===== src/rtl/backoff_retry_ctrl_if.sv =====
// rtl/backoff_retry_ctrl_if.sv - request, trial, backoff and response signals of the retry sequencer
interface backoff_retry_ctrl_if #(
   parameter int DataWidth = 32,
   parameter int CntW      = 4
);
   logic                 req_valid_i;
   logic                 req_ready_o;
   logic [DataWidth-1:0] req_data_i;
   logic                 trial_valid_o;
   logic                 trial_ready_i;
   logic [DataWidth-1:0] trial_data_o;
   logic                 result_valid_i;
   logic                 result_ok_i;
   logic                 backoff_set_o;
   logic                 backoff_clr_o;
   logic                 backoff_is_zero_i;
   logic                 rsp_valid_o;
   logic                 rsp_ready_i;
   logic                 rsp_ok_o;
   logic                 rsp_exhausted_o;
   logic [CntW-1:0]      rsp_tries_o;
   logic                 busy_o;

   // master is the sequencer itself; slave is the surrounding requester/downstream/backoff logic
   modport master (
      input  req_valid_i, req_data_i, trial_ready_i, result_valid_i, result_ok_i,
             backoff_is_zero_i, rsp_ready_i,
      output req_ready_o, trial_valid_o, trial_data_o, backoff_set_o, backoff_clr_o,
             rsp_valid_o, rsp_ok_o, rsp_exhausted_o, rsp_tries_o, busy_o
   );

   modport slave (
      output req_valid_i, req_data_i, trial_ready_i, result_valid_i, result_ok_i,
             backoff_is_zero_i, rsp_ready_i,
      input  req_ready_o, trial_valid_o, trial_data_o, backoff_set_o, backoff_clr_o,
             rsp_valid_o, rsp_ok_o, rsp_exhausted_o, rsp_tries_o, busy_o
   );
endinterface


===== src/rtl/backoff_retry_ctrl.sv =====
// rtl/backoff_retry_ctrl.sv - retry sequencer that reissues a failed trial after an exp_backoff delay
module backoff_retry_ctrl #(
   parameter int DataWidth = 32,
   parameter int MaxTrials = 8
) (
   input logic                 clk_i,
   input logic                 rst_ni,
   backoff_retry_ctrl_if.master bus
);
   localparam int CntW = $clog2(MaxTrials + 1);
   localparam logic [CntW-1:0] MaxCnt = CntW'(MaxTrials);

   typedef enum logic [2:0] {IDLE, ISSUE, WAIT_RES, BACKOFF, RESP} state_e;

   state_e               state_q, state_d;
   logic [DataWidth-1:0] data_q, data_d;
   logic [CntW-1:0]      tries_q, tries_d;
   logic                 ok_q, ok_d;
   logic                 exh_q, exh_d;

   logic req_ready, trial_valid, set_pulse, clr_pulse, rsp_valid;

   always_ff @(posedge clk_i or negedge rst_ni) begin
      if (!rst_ni) begin
         state_q <= IDLE;
         data_q  <= '0;
         tries_q <= '0;
         ok_q    <= 1'b0;
         exh_q   <= 1'b0;
      end else begin
         state_q <= state_d;
         data_q  <= data_d;
         tries_q <= tries_d;
         ok_q    <= ok_d;
         exh_q   <= exh_d;
      end
   end

   always_comb begin
      state_d     = state_q;
      data_d      = data_q;
      tries_d     = tries_q;
      ok_d        = ok_q;
      exh_d       = exh_q;
      req_ready   = 1'b0;
      trial_valid = 1'b0;
      set_pulse   = 1'b0;
      clr_pulse   = 1'b0;
      rsp_valid   = 1'b0;
      unique case (state_q)
         IDLE: begin
            req_ready = 1'b1;
            if (bus.req_valid_i) begin
               data_d  = bus.req_data_i;
               tries_d = '0;
               state_d = ISSUE;
            end
         end
         ISSUE: begin
            // never offer a trial while the backoff counter is still running
            trial_valid = bus.backoff_is_zero_i;
            if (bus.backoff_is_zero_i && bus.trial_ready_i) begin
               if (tries_q != MaxCnt) tries_d = tries_q + 1'b1;
               state_d = WAIT_RES;
            end
         end
         WAIT_RES: begin
            if (bus.result_valid_i) begin
               if (bus.result_ok_i) begin
                  clr_pulse = 1'b1;
                  ok_d      = 1'b1;
                  state_d   = RESP;
               end else if (tries_q == MaxCnt) begin
                  clr_pulse = 1'b1;
                  exh_d     = 1'b1;
                  ok_d      = 1'b0;
                  state_d   = RESP;
               end else begin
                  set_pulse = 1'b1;
                  state_d   = BACKOFF;
               end
            end
         end
         BACKOFF: begin
            // the counter was armed on the edge that entered this state, so is_zero is fresh here
            if (bus.backoff_is_zero_i) state_d = ISSUE;
         end
         RESP: begin
            rsp_valid = 1'b1;
            if (bus.rsp_ready_i) begin
               ok_d    = 1'b0;
               exh_d   = 1'b0;
               state_d = IDLE;
            end
         end
         default: state_d = IDLE;
      endcase
   end

   assign bus.req_ready_o     = req_ready;
   assign bus.trial_valid_o   = trial_valid;
   assign bus.trial_data_o    = data_q;
   assign bus.backoff_set_o   = set_pulse;
   assign bus.backoff_clr_o   = clr_pulse;
   assign bus.rsp_valid_o     = rsp_valid;
   assign bus.rsp_ok_o        = ok_q;
   assign bus.rsp_exhausted_o = exh_q;
   assign bus.rsp_tries_o     = tries_q;
   assign bus.busy_o          = (state_q != IDLE);

   a_max_trials: assert property (@(posedge clk_i) MaxTrials >= 1);
   a_set_clr_excl: assert property (@(posedge clk_i) disable iff (!rst_ni) !(set_pulse && clr_pulse));
   a_rsp_stable: assert property (@(posedge clk_i) disable iff (!rst_ni)
      (rsp_valid && !bus.rsp_ready_i) |=> (rsp_valid && $stable({ok_q, exh_q, tries_q})));
endmodule


===== src/flat_wrapper.sv =====
// flat-port wrapper written by rule: the top's interface ports become plain ports
module backoff_retry_ctrl_flat 
#(
   parameter int DataWidth = 32,
   parameter int MaxTrials = 8
)
  (clk_i, rst_ni, bus_req_valid_i, bus_req_data_i, bus_trial_ready_i, bus_result_valid_i, bus_result_ok_i, bus_backoff_is_zero_i, bus_rsp_ready_i, bus_req_ready_o, bus_trial_valid_o, bus_trial_data_o, bus_backoff_set_o, bus_backoff_clr_o, bus_rsp_valid_o, bus_rsp_ok_o, bus_rsp_exhausted_o, bus_rsp_tries_o, bus_busy_o);
  backoff_retry_ctrl_if #(.DataWidth(DataWidth), .CntW(($clog2(MaxTrials + 1)))) bus_i ();
  input logic clk_i;
  input logic rst_ni;
  input wire logic [$bits(bus_i.req_valid_i)-1:0] bus_req_valid_i;
  input wire logic [$bits(bus_i.req_data_i)-1:0] bus_req_data_i;
  input wire logic [$bits(bus_i.trial_ready_i)-1:0] bus_trial_ready_i;
  input wire logic [$bits(bus_i.result_valid_i)-1:0] bus_result_valid_i;
  input wire logic [$bits(bus_i.result_ok_i)-1:0] bus_result_ok_i;
  input wire logic [$bits(bus_i.backoff_is_zero_i)-1:0] bus_backoff_is_zero_i;
  input wire logic [$bits(bus_i.rsp_ready_i)-1:0] bus_rsp_ready_i;
  output wire logic [$bits(bus_i.req_ready_o)-1:0] bus_req_ready_o;
  output wire logic [$bits(bus_i.trial_valid_o)-1:0] bus_trial_valid_o;
  output wire logic [$bits(bus_i.trial_data_o)-1:0] bus_trial_data_o;
  output wire logic [$bits(bus_i.backoff_set_o)-1:0] bus_backoff_set_o;
  output wire logic [$bits(bus_i.backoff_clr_o)-1:0] bus_backoff_clr_o;
  output wire logic [$bits(bus_i.rsp_valid_o)-1:0] bus_rsp_valid_o;
  output wire logic [$bits(bus_i.rsp_ok_o)-1:0] bus_rsp_ok_o;
  output wire logic [$bits(bus_i.rsp_exhausted_o)-1:0] bus_rsp_exhausted_o;
  output wire logic [$bits(bus_i.rsp_tries_o)-1:0] bus_rsp_tries_o;
  output wire logic [$bits(bus_i.busy_o)-1:0] bus_busy_o;
  assign bus_i.req_valid_i = bus_req_valid_i;
  assign bus_i.req_data_i = bus_req_data_i;
  assign bus_i.trial_ready_i = bus_trial_ready_i;
  assign bus_i.result_valid_i = bus_result_valid_i;
  assign bus_i.result_ok_i = bus_result_ok_i;
  assign bus_i.backoff_is_zero_i = bus_backoff_is_zero_i;
  assign bus_i.rsp_ready_i = bus_rsp_ready_i;
  assign bus_req_ready_o = bus_i.req_ready_o;
  assign bus_trial_valid_o = bus_i.trial_valid_o;
  assign bus_trial_data_o = bus_i.trial_data_o;
  assign bus_backoff_set_o = bus_i.backoff_set_o;
  assign bus_backoff_clr_o = bus_i.backoff_clr_o;
  assign bus_rsp_valid_o = bus_i.rsp_valid_o;
  assign bus_rsp_ok_o = bus_i.rsp_ok_o;
  assign bus_rsp_exhausted_o = bus_i.rsp_exhausted_o;
  assign bus_rsp_tries_o = bus_i.rsp_tries_o;
  assign bus_busy_o = bus_i.busy_o;
  backoff_retry_ctrl #(.DataWidth(DataWidth), .MaxTrials(MaxTrials)) u_core (.clk_i(clk_i), .rst_ni(rst_ni), .bus(bus_i));
endmodule

===== config.mk =====
export PLATFORM = sky130hd
export DESIGN_NAME = backoff_retry_ctrl_flat
export DESIGN_NICKNAME = d
export VERILOG_FILES = /design/src/rtl/backoff_retry_ctrl_if.sv /design/src/rtl/backoff_retry_ctrl.sv /design/src/flat_wrapper.sv
export SDC_FILE = /design/constraint.sdc
export NUM_CORES = 1
export LEC_CHECK = 0
export BUFFER_PORTS_ARGS = -buffer_cell sky130_fd_sc_hd__buf_4
export CORE_ASPECT_RATIO = 2
export CORE_UTILIZATION = 30
export CTS_BUF_LIST = sky130_fd_sc_hd__clkbuf_16
export DETAILED_ROUTE_END_ITERATION = 8
export HOLD_SLACK_MARGIN = 0.15
export PLACE_DENSITY = 0.62
export RECOVER_POWER = 100
export SLEW_MARGIN = 40
export SYNTH_ARGS = -nofsm -noshare
export SYNTH_HDL_FRONTEND = slang
export SYNTH_SLANG_ARGS = --single-unit

===== constraint.sdc =====
create_clock -name clk_i -period 1.75 [get_ports clk_i]
set_clock_uncertainty 0.1 [all_clocks]
set_input_delay 0.35 -clock clk_i [delete_from_list [all_inputs] [get_ports clk_i]]
set_output_delay 0.35 -clock clk_i [all_outputs]
set_load 0.02 [all_outputs]

* Word level (Yosys, flattened, before mapping) *
Cells that the tools add are included.
Widths: inputs -> output; s select.

word-level totals
  register bits after elaboration = 41
  input port bits = 40
  word-level logic and storage cells = 63
  output and inout bits = 44

operators by class
  reduce and logical (&&, ||, !) cells = 10
  multiplexer cells = 32
  equal/unequal tests = 15
  add/sub/neg operators = 1

operators with widths
  cell                 count
  $mux 3               7
  $mux 1               18
  $pmux 3 s5           1
  $mux 4               3
  $ne 2x2->1 const B   5
  $reduce_and 5->1     2
  $pmux 4 s2           1
  $reduce_and 4->1     2
  $eq 3x2->1 const B   2
  $ne 2x1->1 const B   3
  $add 4x1->4 const B  1
  $eq 4x4->1 const B   1
  $ne 4x4->1 const B   1
  $pmux 1 s2           2
  $reduce_bool 2->1    2
  $eq 3x1->1 const B   1
  $eq 3x3->1 const B   1
  $logic_not 3->1      1
  $ne 3x2->1 const B   1
  $reduce_bool 3->1    1
  $reduce_and 2->1     1
  $logic_and 1x1->1    1

* Depth between registers and ports, before layout *
Gate-level depths: netlist of the first run.

  word-level depth = 5
  mapped depth = 8

* Worst setup path before layout of the first run *
OpenSTA, ideal clock, no wires.

  kind = flip-flop to output port
  start point = register u_core.state_q[2]
  end point = output bus_backoff_set_o
  cell stages (with the launch flop) = 4
  path buffers = 1
  setup slack = -0.474 ns
  required time = 1.300 ns
  arrival time = 1.774 ns
  path through = dfrtp_1 -> buf_4 -> or3b_2 -> nor4b_1

on the way
  word-level cells in the longest chain between the ends = 2

RTL lines
  what                      line                      RTL
  start: declaration        backoff_retry_ctrl.sv:15  state_e state_q, state_d;
  start signal: assignment  backoff_retry_ctrl.sv:31  state_q <= state_d;
  $eq 3x2->1                backoff_retry_ctrl.sv:50  unique case (state_q)
  $mux 1                    backoff_retry_ctrl.sv:50
  end: declaration          flat_wrapper.sv:21        output wire logic [$bits(bus_i.backoff_set_o)-1:0] bus_backoff_set_o;

Every way passes these cells.

* Worst setup path in the final report of the first run *
  start point = register u_core.state_q[1]
  end point = output bus_backoff_set_o

Same word-level chain as after synthesis.

==> out/qor.csv, run 1 <==
stage;metric;value;unit
cells_and_area;Final Util;0.4779;
yosys;Mapped Area;1952;µm²
cells_and_area;multi-input logic area;882.1;µm²
cells_and_area;most frequent cells in the layout;buf_4, dfrtp_1, clkbuf_1;
yosys;Syn Inst Count;136;
worst_setup_path;crit start category;register;
sta;f_max;506.3;MHz
sta;PnR worst setup slack;-225.0;ps
power;Power per Cell Area;1920;nW/µm²
yosys;synth top area cells;dfrtp_1, mux2_4, buf_12, ha_1, nand3_1;
cells_and_area;Post-layout nets;292;
global_route;initial antenna violation count;0;
yosys;synth warn;0;
cts;later-pin clock latency in the skew report;280;ps
worst_setup_path;kind of critical path;register to primary output;
sta;Final Cycle Share;1.129;
sta;Worst Tran Pin Value;911.0;ps
floorplanning;Starting Density;0.3093;
worst_setup_path;CP Capture Type;primary output;
worst_setup_path;Crit Path Max Fanout;2;
sta;clock period minus final worst setup slack;1975;ps
drt;vias per inst;4.487;
drt;Initial DRT Pass Iterations;4;
worst_hold_path;worst hold path class;input port to register;
floorplanning;boundary pin count;84;
outcome;failing checks;negative setup slack;
cells_and_area;most common cell after layout, fill and taps aside;buf_4;
global_route;largest net degree at the start of global routing;42;
sta;Final setup viols;2;
worst_setup_path;CP arrival;1520;ps
floorplanning;Die X;59.04;µm
global_route;grt total ovfl;0;
floorplanning;Die Ht;116.1;µm
yosys;share of the synthesized area in the top cell type;0.5256;
yosys;syn_nets;178;
cts;Sink Count;41;
yosys;FF+latch count, synth;41;
drt;DRC;0;
outcome;status;finished, violations left;
placed_design;Cells after DPL;320;
sta;Final Hold Fails;0;
power;LEAKAGE;1.393;nW
cells_and_area;Post-Layout Cell Count;337;
drt;total wire length;4.708;mm
global_route;global-route wire length before repair;6.982;mm
global_route;vias in the first global route;1440;
floorplanning;row cnt;41;
cts;cts bufs inserted;5;
drt;DRT iter0 DRCs;50;
cells_and_area;synthesis-to-layout area growth;54.49;%
sta;RSZ-0062 raised after global routing;yes;
cts;clock root cell;clkbuf_16;
cells_and_area;Design Area, Final;3015;µm²
placed_design;Buffers on Ports;83;
cells_and_area;FF+latch area;1027;µm²
cts;Bufs on Longest Clock Path;2;
drt;wire length per cell;13.97;µm
drt;Routed Antenna Nets;0;
cts;CTS tree;done;
cells_and_area;layout cell share with drive strength beyond 1;0.5498;
worst_setup_path;Worst R2R Setup Slack;80;ps
placed_design;DP Area;2791;µm²
job;max cap viols;0;
drt;routed via count;1512;
floorplanning;Die ar.;6852;µm²
placed_design;Placer Congestion;0.8843;
sta;Slew Viols, Final;0;
yosys;post-synth cell types;35;
sta;Max-slew headroom;0.3927;
cells_and_area;ANT cells;0;
yosys;area leader, netlist;dfrtp_1;
cts;Clock Pin Slew Worst Setup and Hold Paths;60;ps
cells_and_area;fill cell total of the finished layout;618;
yosys;register area share after synthesis;0.5256;
yosys;Syn Area/Cell;14.35;µm²
power;Peak supply drop;0.9260;mV
cts;H-tree levels;2;
worst_setup_path;Req. time, crit path;1300;ps
placed_design;Detailed Place HPWL;3.408;mm
floorplanning;Placeable Area;6310;µm²
global_route;GR Util All Layers;0.1406;
-- Yosys cell counts (all sizes together) --
library cell,number
a211o,1
buf,7
or3b,1
a22oi,2
a21oi,3
nand4b,1
inv,7
nand3,6
nand3b,3
ha,2
o22ai,2
nand2,3
nor2,5
and3b,1
nand2b,2
a31oi,1
o2111ai,1
dfrtp,41
nor3,2
o21bai,1
nor4b,1
and2,1
mux2,32
o32a,1
a211oi,3
a41oi,1
o21ai,4
or4,1
-- kinds of logic after synthesis --
group	after synthesis	share of synthesized area
AO/OA/AOI/OAI	20	0.07179
buffers and inverters	14	0.06474
AND/OR/NAND/NOR	27	0.08269
adder cells (fa/ha/maj)	2	0.01282
flip-flops	41	0.5256
multiplexers	32	0.2423
-- worst paths after layout --
kind	start	end	cells after the start
max reg2reg	u_core.state_q[0]	u_core.bus.trial_data_o[25]	7
max in group asynchronous	rst_ni	u_core.bus.rsp_tries_o[0]	2
max	u_core.state_q[1]	bus_backoff_set_o	3
min in group asynchronous	rst_ni	u_core.bus.rsp_exhausted_o	2
min reg2reg	u_core.bus.trial_data_o[23]	u_core.bus.trial_data_o[23]	1
min	bus_req_data_i[1]	u_core.bus.trial_data_o[1]	2
-- final cells by class --
cell class                      instances  share of cell area
Inverter                                7             0.01037
Multi-Input combinational cell         81              0.2925
Sequential cell                        41              0.3407
Tap cell                               86             0.03568
Clock buffer                            5             0.04149
Clock inverter                          3             0.02282
Timing Repair Buffer                  114              0.2564
-- where the power goes --
group	leakage [nW]	internal (mW)	switching (mW)
Clock	0.0944	0.822	0.366
Combinational	0.816	1.43	1.49
Sequential	0.483	1.42	0.263
-- worst max-delay path, cell delays in order (launching register included) --
cell	delay, ps
dfrtp_1	390
or3b_4	410
nor4b_4	260
buf_4	180
-- repair_timing --
action                                 4_1_cts  5_1_grt
pin swaps                                    4        5
gates cloned                                 0        1
setup endpoints to repair                    4       23
hold buffers                                 1        0
endpoints found under the hold margin       41        0
resized for setup                            7       12
buffers inserted                             5        5
-- sequential cells by signal (all words and copies together) (netlist names) --
signal	cells
u_core.bus.rsp_exhausted_o	1
u_core.bus.rsp_ok_o	1
u_core.bus.rsp_tries_o	4
u_core.bus.trial_data_o	32
u_core.state_q	3
-- metal layers --
layer  part of all wire  wire (µm)  track usage
met1               0.37       1722       0.1441
met2               0.57       2703       0.2598
met3              0.037        175      0.02455
met4              0.023        107      0.07619
met5                  0          0            0
-- per-stage QoR --
stage | TNS, ps | hold WS, ps | total power, mW | setup slack (ps)
finish | -382.7 | 194.8 | 5.788 | -225.0
global route | -478.7 | 189.3 | 6.125 | -267.8
CTS | -424.5 | 186.3 | 6.044 | -230.9
detailed placement | 0 | 268.7 | 4.727 | 22.67
global placement | 0 | 268.5 | 4.707 | 20.96
floorplan | -33.14 | -45.59 | 3.521 | -33.14
Power figures use the tool's default switching activity.
==> inputs of run 2 (changes only) <==
MAX_ROUTING_LAYER = met4   (was unset)
REMOVE_ABC_BUFFERS = 1   (was unset)
==> run 2 against run 1 <==
The flow still finishes with violations (negative setup slack). Die area stayed put. Wire length rose by 3.4%. Core utilization fell by 2.1 points. Critical path depth is the same. Critical endpoint unchanged. Largest cell class unchanged. Largest power group unchanged.
==> out/qor.csv, run 2 (synthesis gave the netlist of run 1 again) <==
stage;metric;value;unit;change
outcome;status;finished, violations left;;
sta;Final Cycle Share;1.121;;-0.007140
cells_and_area;layout cell share with drive strength beyond 1;0.5000;;-0.04980
sta;f_max;509.6;MHz;+0.64%
worst_setup_path;crit start category;register;;
cells_and_area;Design Area, Final;2884;µm²;-4.4%
worst_setup_path;Crit Path Max Fanout;2;;unchanged
sta;Worst Tran Pin Value;1018;ps;+107.2 ps
global_route;global-route wire length before repair;7.141;mm;+2.3%
worst_setup_path;critical path cell sequence;or3b_4 -> nor4b_2 -> buf_4;;
cells_and_area;fill cell total of the finished layout;636;;+2.9%
sta;RSZ-0062 raised after global routing;yes;;
sta;PnR worst setup slack;-212.5;ps;+12.49 ps
cells_and_area;synthesis-to-layout area growth;47.76;%;
floorplanning;Starting Density;0.3093;;unchanged
cts;Bufs on Longest Clock Path;2;;unchanged
floorplanning;row cnt;41;;unchanged
cells_and_area;multi-input logic area;853.3;µm²;-3.3%
sta;Max-slew headroom;0.3212;;-0.07145
placed_design;Buffers on Ports;83;;unchanged
sta;Slew Viols, Final;0;;unchanged
sta;TNS Setup;-760.8;ps;-378.1 ps
global_route;vias in the first global route;1468;;+1.9%
placed_design;Detailed Place HPWL;3.398;mm;-0.29%
worst_hold_path;worst hold path class;input port to register;;
worst_setup_path;slowest CP cell;or3b_4;;
cts;later-pin clock latency in the skew report;280;ps;about the same
worst_setup_path;Req. time, crit path;1300;ps;about the same
drt;routed via count;1500;;-0.79%
global_route;largest net degree at the start of global routing;42;;unchanged
cells_and_area;most frequent cells in the layout;buf_4, dfrtp_1, clkbuf_1;;
floorplanning;Placeable Area;6310;µm²;unchanged
cts;clock root cell;clkbuf_16;;
drt;vias per inst;4.573;;+1.9%
cts;Clock Pin Slew Worst Setup and Hold Paths;60;ps;about the same
worst_setup_path;Worst R2R Setup Slack;-40;ps;-120 ps
cts;cts bufs inserted;5;;unchanged
drt;Routed Antenna Nets;0;;unchanged
sta;clock period minus final worst setup slack;1962;ps;-12.50 ps
floorplanning;boundary pin count;84;;unchanged
floorplanning;Die ar.;6852;µm²;unchanged
worst_setup_path;Max stage delay on crit path;400;ps;about the same
placed_design;DP Area;2730;µm²;-2.2%
cts;H-tree levels;2;;unchanged
floorplanning;Die X;59.04;µm;unchanged
sta;Final Hold Fails;0;;unchanged
cells_and_area;most common cell after layout, fill and taps aside;buf_4;;
cts;Sink Count;41;;unchanged
drt;Initial DRT Pass Iterations;4;;unchanged
drt;wire length per cell;14.84;µm;+6.2%
cells_and_area;max reg flops;32;;unchanged
worst_setup_path;CP Capture Type;primary output;;
floorplanning;Die Ht;116.1;µm;unchanged
placed_design;Placement Setup Slack;-8.825;ps;-31.49 ps
cells_and_area;ANT cells;0;;unchanged
drt;total wire length;4.868;mm;+3.4%
power;Tot Pwr;5.298;mW;-8.5%
sta;Final setup viols;17;;+15
placed_design;Placer Congestion;0.7360;;-17%
power;Power per Cell Area;1837;nW/µm²;-4.3%
global_route;initial antenna violation count;0;;unchanged
global_route;grt total ovfl;0;;unchanged
outcome;failing checks;negative setup slack;;
cells_and_area;Post-layout nets;283;;-3.1%
power;Peak supply drop;0.7192;mV;-22%
placed_design;Cells after DPL;314;;-1.9%
cells_and_area;FF+latch area;1026;µm²;-0.12%
worst_setup_path;kind of critical path;register to primary output;;
global_route;GR Util All Layers;0.1482;;+0.007607
job;max cap viols;0;;unchanged
cts;CTS tree;done;;
cells_and_area;Post-Layout Cell Count;328;;-2.7%
drt;DRC;0;;unchanged
worst_setup_path;CP arrival;1510;ps;about the same
power;LEAKAGE;1.324;nW;-5.0%
drt;DRT iter0 DRCs;28;;-44%
-- run 2: cell types whose count changed in the layout (fill, tap and decap cells not counted), moves of 2 or more --
cell,previous run,this run
clkbuf_1,34,36
mux2_2,2,0
clkinv_1,0,2
buf_6,4,6
buf_4,72,54
bufinv_16,2,0
clkbuf_2,0,3
-- run 2: what timing repair did --
item,CTS,global route
endpoints found under the setup margin,3,37
gates cloned,0,2
setup buffers,2,3
hold buffers,1,0
endpoints found under the hold margin,41,0
resized for setup,10,15
pin swaps,4,4
-- run 2: report_power, final --
group          switching, mW  internal (mW)  total [mW]
Clock                  0.345          0.515       0.860
Combinational           1.46           1.31        2.76
Sequential             0.258           1.41        1.67
-- run 2: area by class of cell --
type,count,share of cell area
inverter,7,0.009978
clock inverter,3,0.004338
tap,86,0.03731
sequential,41,0.3557
clock buffer,5,0.04338
multi-input combinational,81,0.2959
timing repair buffer,105,0.2534
-- run 2: routing by layer --
metal / global-route usage / wire, µm / vias to the layer above
li1: - / - / 701
met4: 0.09206 / 201 / 0
met5: - / 0 / -
met2: 0.2591 / 2767 / 50
met3: 0.02902 / 169 / 15
met1: 0.1453 / 1730 / 734
-- run 2: stage by stage --
step             util  hold WS, ps
5_1_grt        0.4571        188.6
3_3_place_gp   0.4327        265.3
6_report       0.4571        192.2
3_5_place_dp   0.4327        272.8
4_1_cts        0.4624        189.7
2_1_floorplan       -       -45.59
-- run 2: worst max-delay path, delay by kind of cell (launching register included) --
kind | cells | cell delay [ps]
buffers and inverters | 1 | 180
DFF | 1 | 380
and+or+nand+nor | 2 | 670
-- run 2: worst paths after layout --
check | from | end | cells past startpoint
setup / recovery | u_core.state_q[0] | bus_backoff_set_o | 3
hold / removal | bus_req_data_i[5] | u_core.bus.trial_data_o[5] | 2
setup reg to reg | u_core.state_q[2] | u_core.bus.trial_data_o[6] | 8
hold reg to reg | u_core.bus.trial_data_o[5] | u_core.bus.trial_data_o[5] | 1
max in group asynchronous | rst_ni | u_core.bus.rsp_tries_o[3] | 2
min in group asynchronous | rst_ni | u_core.bus.trial_data_o[11] | 2
